--- src/rtl/ms_arbiter.sv ---
// Round-robin arbiter sharing one slave request port between NUM_MASTERS masters,
// with a per-transaction watchdog that aborts a stalled slave access.
module ms_arbiter #(
  parameter int NUM_MASTERS = 4,
  parameter int ADDR_W      = 2,
  parameter int DATA_W      = 8,
  parameter int TIMEOUT     = 16
) (
  input  logic                              clk,
  input  logic                              rstn,
  input  logic [NUM_MASTERS-1:0]            m_req,
  input  logic [NUM_MASTERS*ADDR_W-1:0]     m_addr,
  input  logic [NUM_MASTERS*DATA_W-1:0]     m_data,
  output logic [NUM_MASTERS-1:0]            m_gnt,
  output logic [NUM_MASTERS-1:0]            m_err,
  output logic                              s_req,
  output logic [ADDR_W-1:0]                 s_addr,
  output logic [DATA_W-1:0]                 s_data,
  input  logic                              s_gnt,
  output logic [$clog2(NUM_MASTERS)-1:0]    owner,
  output logic                              busy
);

  // state | meaning
  // IDLE  | waiting for any m_req, arbitrates on the next edge
  // BUSY  | s_req driven, waiting for s_gnt or watchdog expiry
  // DONE  | one-cycle m_gnt pulse to the owner
  // ERR   | one-cycle m_err pulse to the owner

  localparam int OW = $clog2(NUM_MASTERS);
  localparam int CW = $clog2(TIMEOUT);
  localparam logic [OW-1:0] LAST_RST = OW'(NUM_MASTERS - 1);
  localparam logic [CW-1:0] CNT_MAX  = CW'(TIMEOUT - 1);

  typedef enum logic [1:0] {IDLE, BUSY, DONE, ERR} state_e;

  state_e            state_q, state_d;
  logic [OW-1:0]     last_q, last_d;
  logic [OW-1:0]     owner_q, owner_d;
  logic [ADDR_W-1:0] addr_q, addr_d;
  logic [DATA_W-1:0] data_q, data_d;
  logic [CW-1:0]     cnt_q, cnt_d;
  logic [OW-1:0]     win;
  logic              win_vld;

  // first requester after the last owner, wrapping around
  always_comb begin
    win     = '0;
    win_vld = 1'b0;
    for (int off = 1; off <= NUM_MASTERS; off++) begin
      if (!win_vld && m_req[(int'(last_q) + off) % NUM_MASTERS]) begin
        win     = OW'((int'(last_q) + off) % NUM_MASTERS);
        win_vld = 1'b1;
      end
    end
  end

  always_ff @(posedge clk or negedge rstn) begin
    if (!rstn) begin
      state_q <= IDLE;
      last_q  <= LAST_RST;
      owner_q <= '0;
      addr_q  <= '0;
      data_q  <= '0;
      cnt_q   <= '0;
    end else begin
      state_q <= state_d;
      last_q  <= last_d;
      owner_q <= owner_d;
      addr_q  <= addr_d;
      data_q  <= data_d;
      cnt_q   <= cnt_d;
    end
  end

  always_comb begin
    state_d = state_q;
    last_d  = last_q;
    owner_d = owner_q;
    addr_d  = addr_q;
    data_d  = data_q;
    cnt_d   = cnt_q;
    unique case (state_q)
      IDLE: begin
        if (win_vld) begin
          state_d = BUSY;
          owner_d = win;
          addr_d  = m_addr[win*ADDR_W +: ADDR_W];
          data_d  = m_data[win*DATA_W +: DATA_W];
          cnt_d   = '0;
        end
      end
      BUSY: begin
        cnt_d = cnt_q + 1'b1;
        // a grant on the final watchdog cycle still completes normally
        if (s_gnt) begin
          state_d = DONE;
        end else if (cnt_q == CNT_MAX) begin
          state_d = ERR;
        end
      end
      DONE, ERR: begin
        last_d  = owner_q;
        state_d = IDLE;
      end
      default: state_d = IDLE;
    endcase
  end

  always_comb begin
    m_gnt = '0;
    m_err = '0;
    s_req = (state_q == BUSY);
    busy  = (state_q != IDLE);
    if (state_q == DONE) m_gnt[owner_q] = 1'b1;
    if (state_q == ERR)  m_err[owner_q] = 1'b1;
  end

  assign s_addr = addr_q;
  assign s_data = data_q;
  assign owner  = owner_q;

endmodule

--- config.mk ---
export PLATFORM = sky130hd
export DESIGN_NAME = ms_arbiter
export DESIGN_NICKNAME = d
export VERILOG_FILES = /design/src/rtl/ms_arbiter.sv
export SDC_FILE = /design/constraint.sdc
export NUM_CORES = 1
export LEC_CHECK = 0
export BUFFER_PORTS_ARGS = -buffer_cell sky130_fd_sc_hd__buf_4
export CAP_MARGIN = 20
export CORE_UTILIZATION = 47
export DETAILED_ROUTE_END_ITERATION = 10
export PLACE_DENSITY = 0.95
export SLEW_MARGIN = 10
export SYNTH_ARGS = -nofsm -noshare
export SYNTH_HDL_FRONTEND = slang
export SYNTH_SLANG_ARGS = --single-unit
--- constraint.sdc ---
create_clock -name clk -period 4.44 [get_ports clk]
set_clock_uncertainty 0.15 [all_clocks]
set_input_delay 0.444 -clock clk [delete_from_list [all_inputs] [get_ports clk]]
set_output_delay 0.444 -clock clk [all_outputs]
set_load 0.01 [all_outputs]
==> run metrics <==
outcome completed; filler cell count 162; Rel. slew slack 60.0%; Post-CTS Setup Bufs 0; clock sink count 20; vias in the first global route 1160; Slowest cell on crit path dfstp_2; kind of critical path flop to flop; DRC 0; largest fanout on the critical path 15; Seq. cell area 503 µm²; Hold Crit Start s_gnt; crit-path max cell delay 0.57 ns; initial DRC count 24; IO buf count 68; average wire per standard cell 15.2 µm; max frequency 0.447 GHz; Hold WC Path Type input pin to flop; clock-pin transition on the worst setup and hold timing paths 0.13 ns; Reg-to-Reg End s_data[5]; Seq/Total Area, Yosys 41.3%; Async SR Flop Fraction 100%; WHS Endpoint state_q[0]; Bufs and invs on worst path 1; Final Hold Viols 0; P per Cell Area 611 mW/mm²; Initial Utilization 49.6%; Layout area overhead 46.7%; placed wire-length estimate 2500 µm; Syn Nets 170; CORE AREA 0.00245 mm²; P_leak 0.000911 µW; Critical Path AT 2.28 ns; worst skew pair latency 0.31 ns; IO Pins 69; pin count of the biggest net entering global routing 21; H-Tree Depth 1; FF-to-FF Start last_q[0]; Worst Setup Slack, final 2.20 ns; synthesized area 0.00122 mm²; RSZ-0062 raised after global routing no; Final ANT Viol Nets 0; fin crit share 50.4%; Routability Congestion 0.680; NumNets Final 238; CTS max path bufs 2; CTS tree yes; antenna violations before repair 0; main flop type after synthesis dfrtp_1; # setup viols final 0; die width 52.9 µm; GRT Total Usage 24.8%; Yosys cell types 26; hold depth 2; final WL 3320 µm; crit-path cells nand2b_1 -> a21oi_1 -> a211oi_4 -> buf_8 -> mux2i_1 -> o221ai_1; yosys warns 0; Max VDD drop 0.461 mV; Slew @ Worst Pin 0.601 ns; Yosys reg bits 20; Tmin final 2.24 ns; CP endpoint kind flop; CTS Root Cell clkbuf_4; setup slack, reg-to-reg 2.20 ns; # diodes 0; multi-input combinational cell area 648 µm²; GRT Residual Overflow 0; layout cell share with drive strength beyond 1 42.3%; Crit path required time 4.48 ns; first-pass GRT wire length 4990 µm; Die ar. 0.00280 mm²; reg2reg path depth 6; CTS buffer count 3; Die Ht 52.9 µm; number of vias per cell 5.61; Worst setup SP type flop; CTS Hold Bufs 1; DP Worst Slack 2.20 ns; Initial DRT Pass Iterations 4; CP top delay family compound AO/OA/AOI/OAI gates; Synth Instances 122; FP Rows 18; Slew Viols, Final 0; setup TNS 0 ns; syn avg cell area 9.99 µm²; Max-Cap Viols 0; number of synthesized flops with an enable pin 0; Vias 1228; # resized after CTS 0
per-stage QoR:
| stage | hold slack, ns | util, % | std cells | power (µW) | cell area (µm²) |
|---|---|---|---|---|---|
| 2_1_floorplan | -0.00159 | - | 122 | 738 | 1220 |
| 3_3_place_gp | 0.183 | 69.7 | 213 | 894 | 1710 |
| 3_5_place_dp | 0.187 | 70.3 | 214 | 941 | 1730 |
| 4_1_cts | 0.181 | 72.8 | 219 | 1090 | 1790 |
| 5_1_grt | 0.184 | 72.8 | 219 | 1160 | 1790 |
| 6_report | 0.185 | 72.8 | 219 | 1090 | 1790 |
cell usage in the layout, fill, tap and decap left out, types with 2 or more instances in the layout:
cell type | netlist | routed
o221ai_1 | 11 | 11
mux2_2 | 2 | 2
buf_4 | 0 | 68
o21ai_0 | 6 | 6
nand2b_1 | 7 | 7
nor3_1 | 3 | 3
inv_1 | 3 | 3
dfrtp_1 | 18 | 18
nand2_1 | 16 | 16
dfstp_2 | 2 | 2
clkbuf_4 | 0 | 3
nand3_1 | 4 | 4
nor2_1 | 9 | 9
or2_1 | 2 | 2
a21o_1 | 2 | 2
mux2i_1 | 20 | 20
synthesized netlist by cell type, types with 2 or more instances:
| cell | number | area share [%] |
|---|---|---|
| o221ai_1 | 11 | 7.9 |
| dfstp_2 | 2 | 4.3 |
| buf_6 | 5 | 4.6 |
| or2_1 | 2 | 1.0 |
| dfrtp_1 | 18 | 37 |
| a21o_1 | 2 | 1.2 |
| mux2i_1 | 20 | 16 |
| nor3_1 | 3 | 1.2 |
| inv_1 | 3 | 0.92 |
| nor2_1 | 9 | 2.8 |
| mux2_2 | 2 | 1.8 |
| o21ai_0 | 6 | 2.5 |
| nand2_1 | 16 | 4.9 |
| nand2b_1 | 7 | 3.6 |
| clkbuf_1 | 2 | 0.62 |
| nand3_1 | 4 | 1.6 |
worst max path at each step:
stage	depth (start not counted)	start	end
after floorplan	6	last_q[0]	s_addr[1]
after global placement	6	m_req[1]	s_addr[0]
after detailed placement	6	last_q[0]	s_data[5]
after CTS	6	last_q[0]	s_data[5]
after global routing	6	last_q[0]	s_data[5]
final	6	last_q[0]	s_data[5]
sequential cells by signal (all words and copies together) (netlist names):
name	cells
s_data	8
cnt_q	4
last_q	2
owner	2
s_addr	2
state_q	2
routing by layer:
metal  up-vias  track usage (%)  wire length [µm]
met5         -                0                 0
met4         0             10.1                45
met3         6             3.16               144
met2        44             45.4              1840
met1       600             28.8              1300
li1        578                -                 -
logic make-up (layout without fill, tap and decap cells):
group	Yosys count	count (layout)	synth area share, %
mux	22	22	18.3
compound gates	25	25	15.6
buf+inv	10	77	6.16
xor+xnor	1	1	0.719
flops	20	20	41.3
fa+ha+maj	1	1	1.03
simple gates	43	43	16.9
report_power, final:
| part | total, µW | leakage, µW | switching, µW | internal [µW] |
|---|---|---|---|---|
| sequential | 359 | 0.000246 | 82.1 | 277 |
| clock | 155 | 0.0000279 | 63.5 | 91.3 |
| combinational | 579 | 0.000637 | 293 | 286 |
| total | 1090 | 0.000911 | 438 | 655 |
area by class of cell:
type	count	area share [%]
clock buffers	3	1.26
clock inverters	1	1.68
inverters	3	0.630
multi-input cells	92	36.2
flip-flops and latches	20	28.1
well taps	30	2.10
repair buffers	70	30.0
Note: power is estimated with default switching activity, not from simulation.
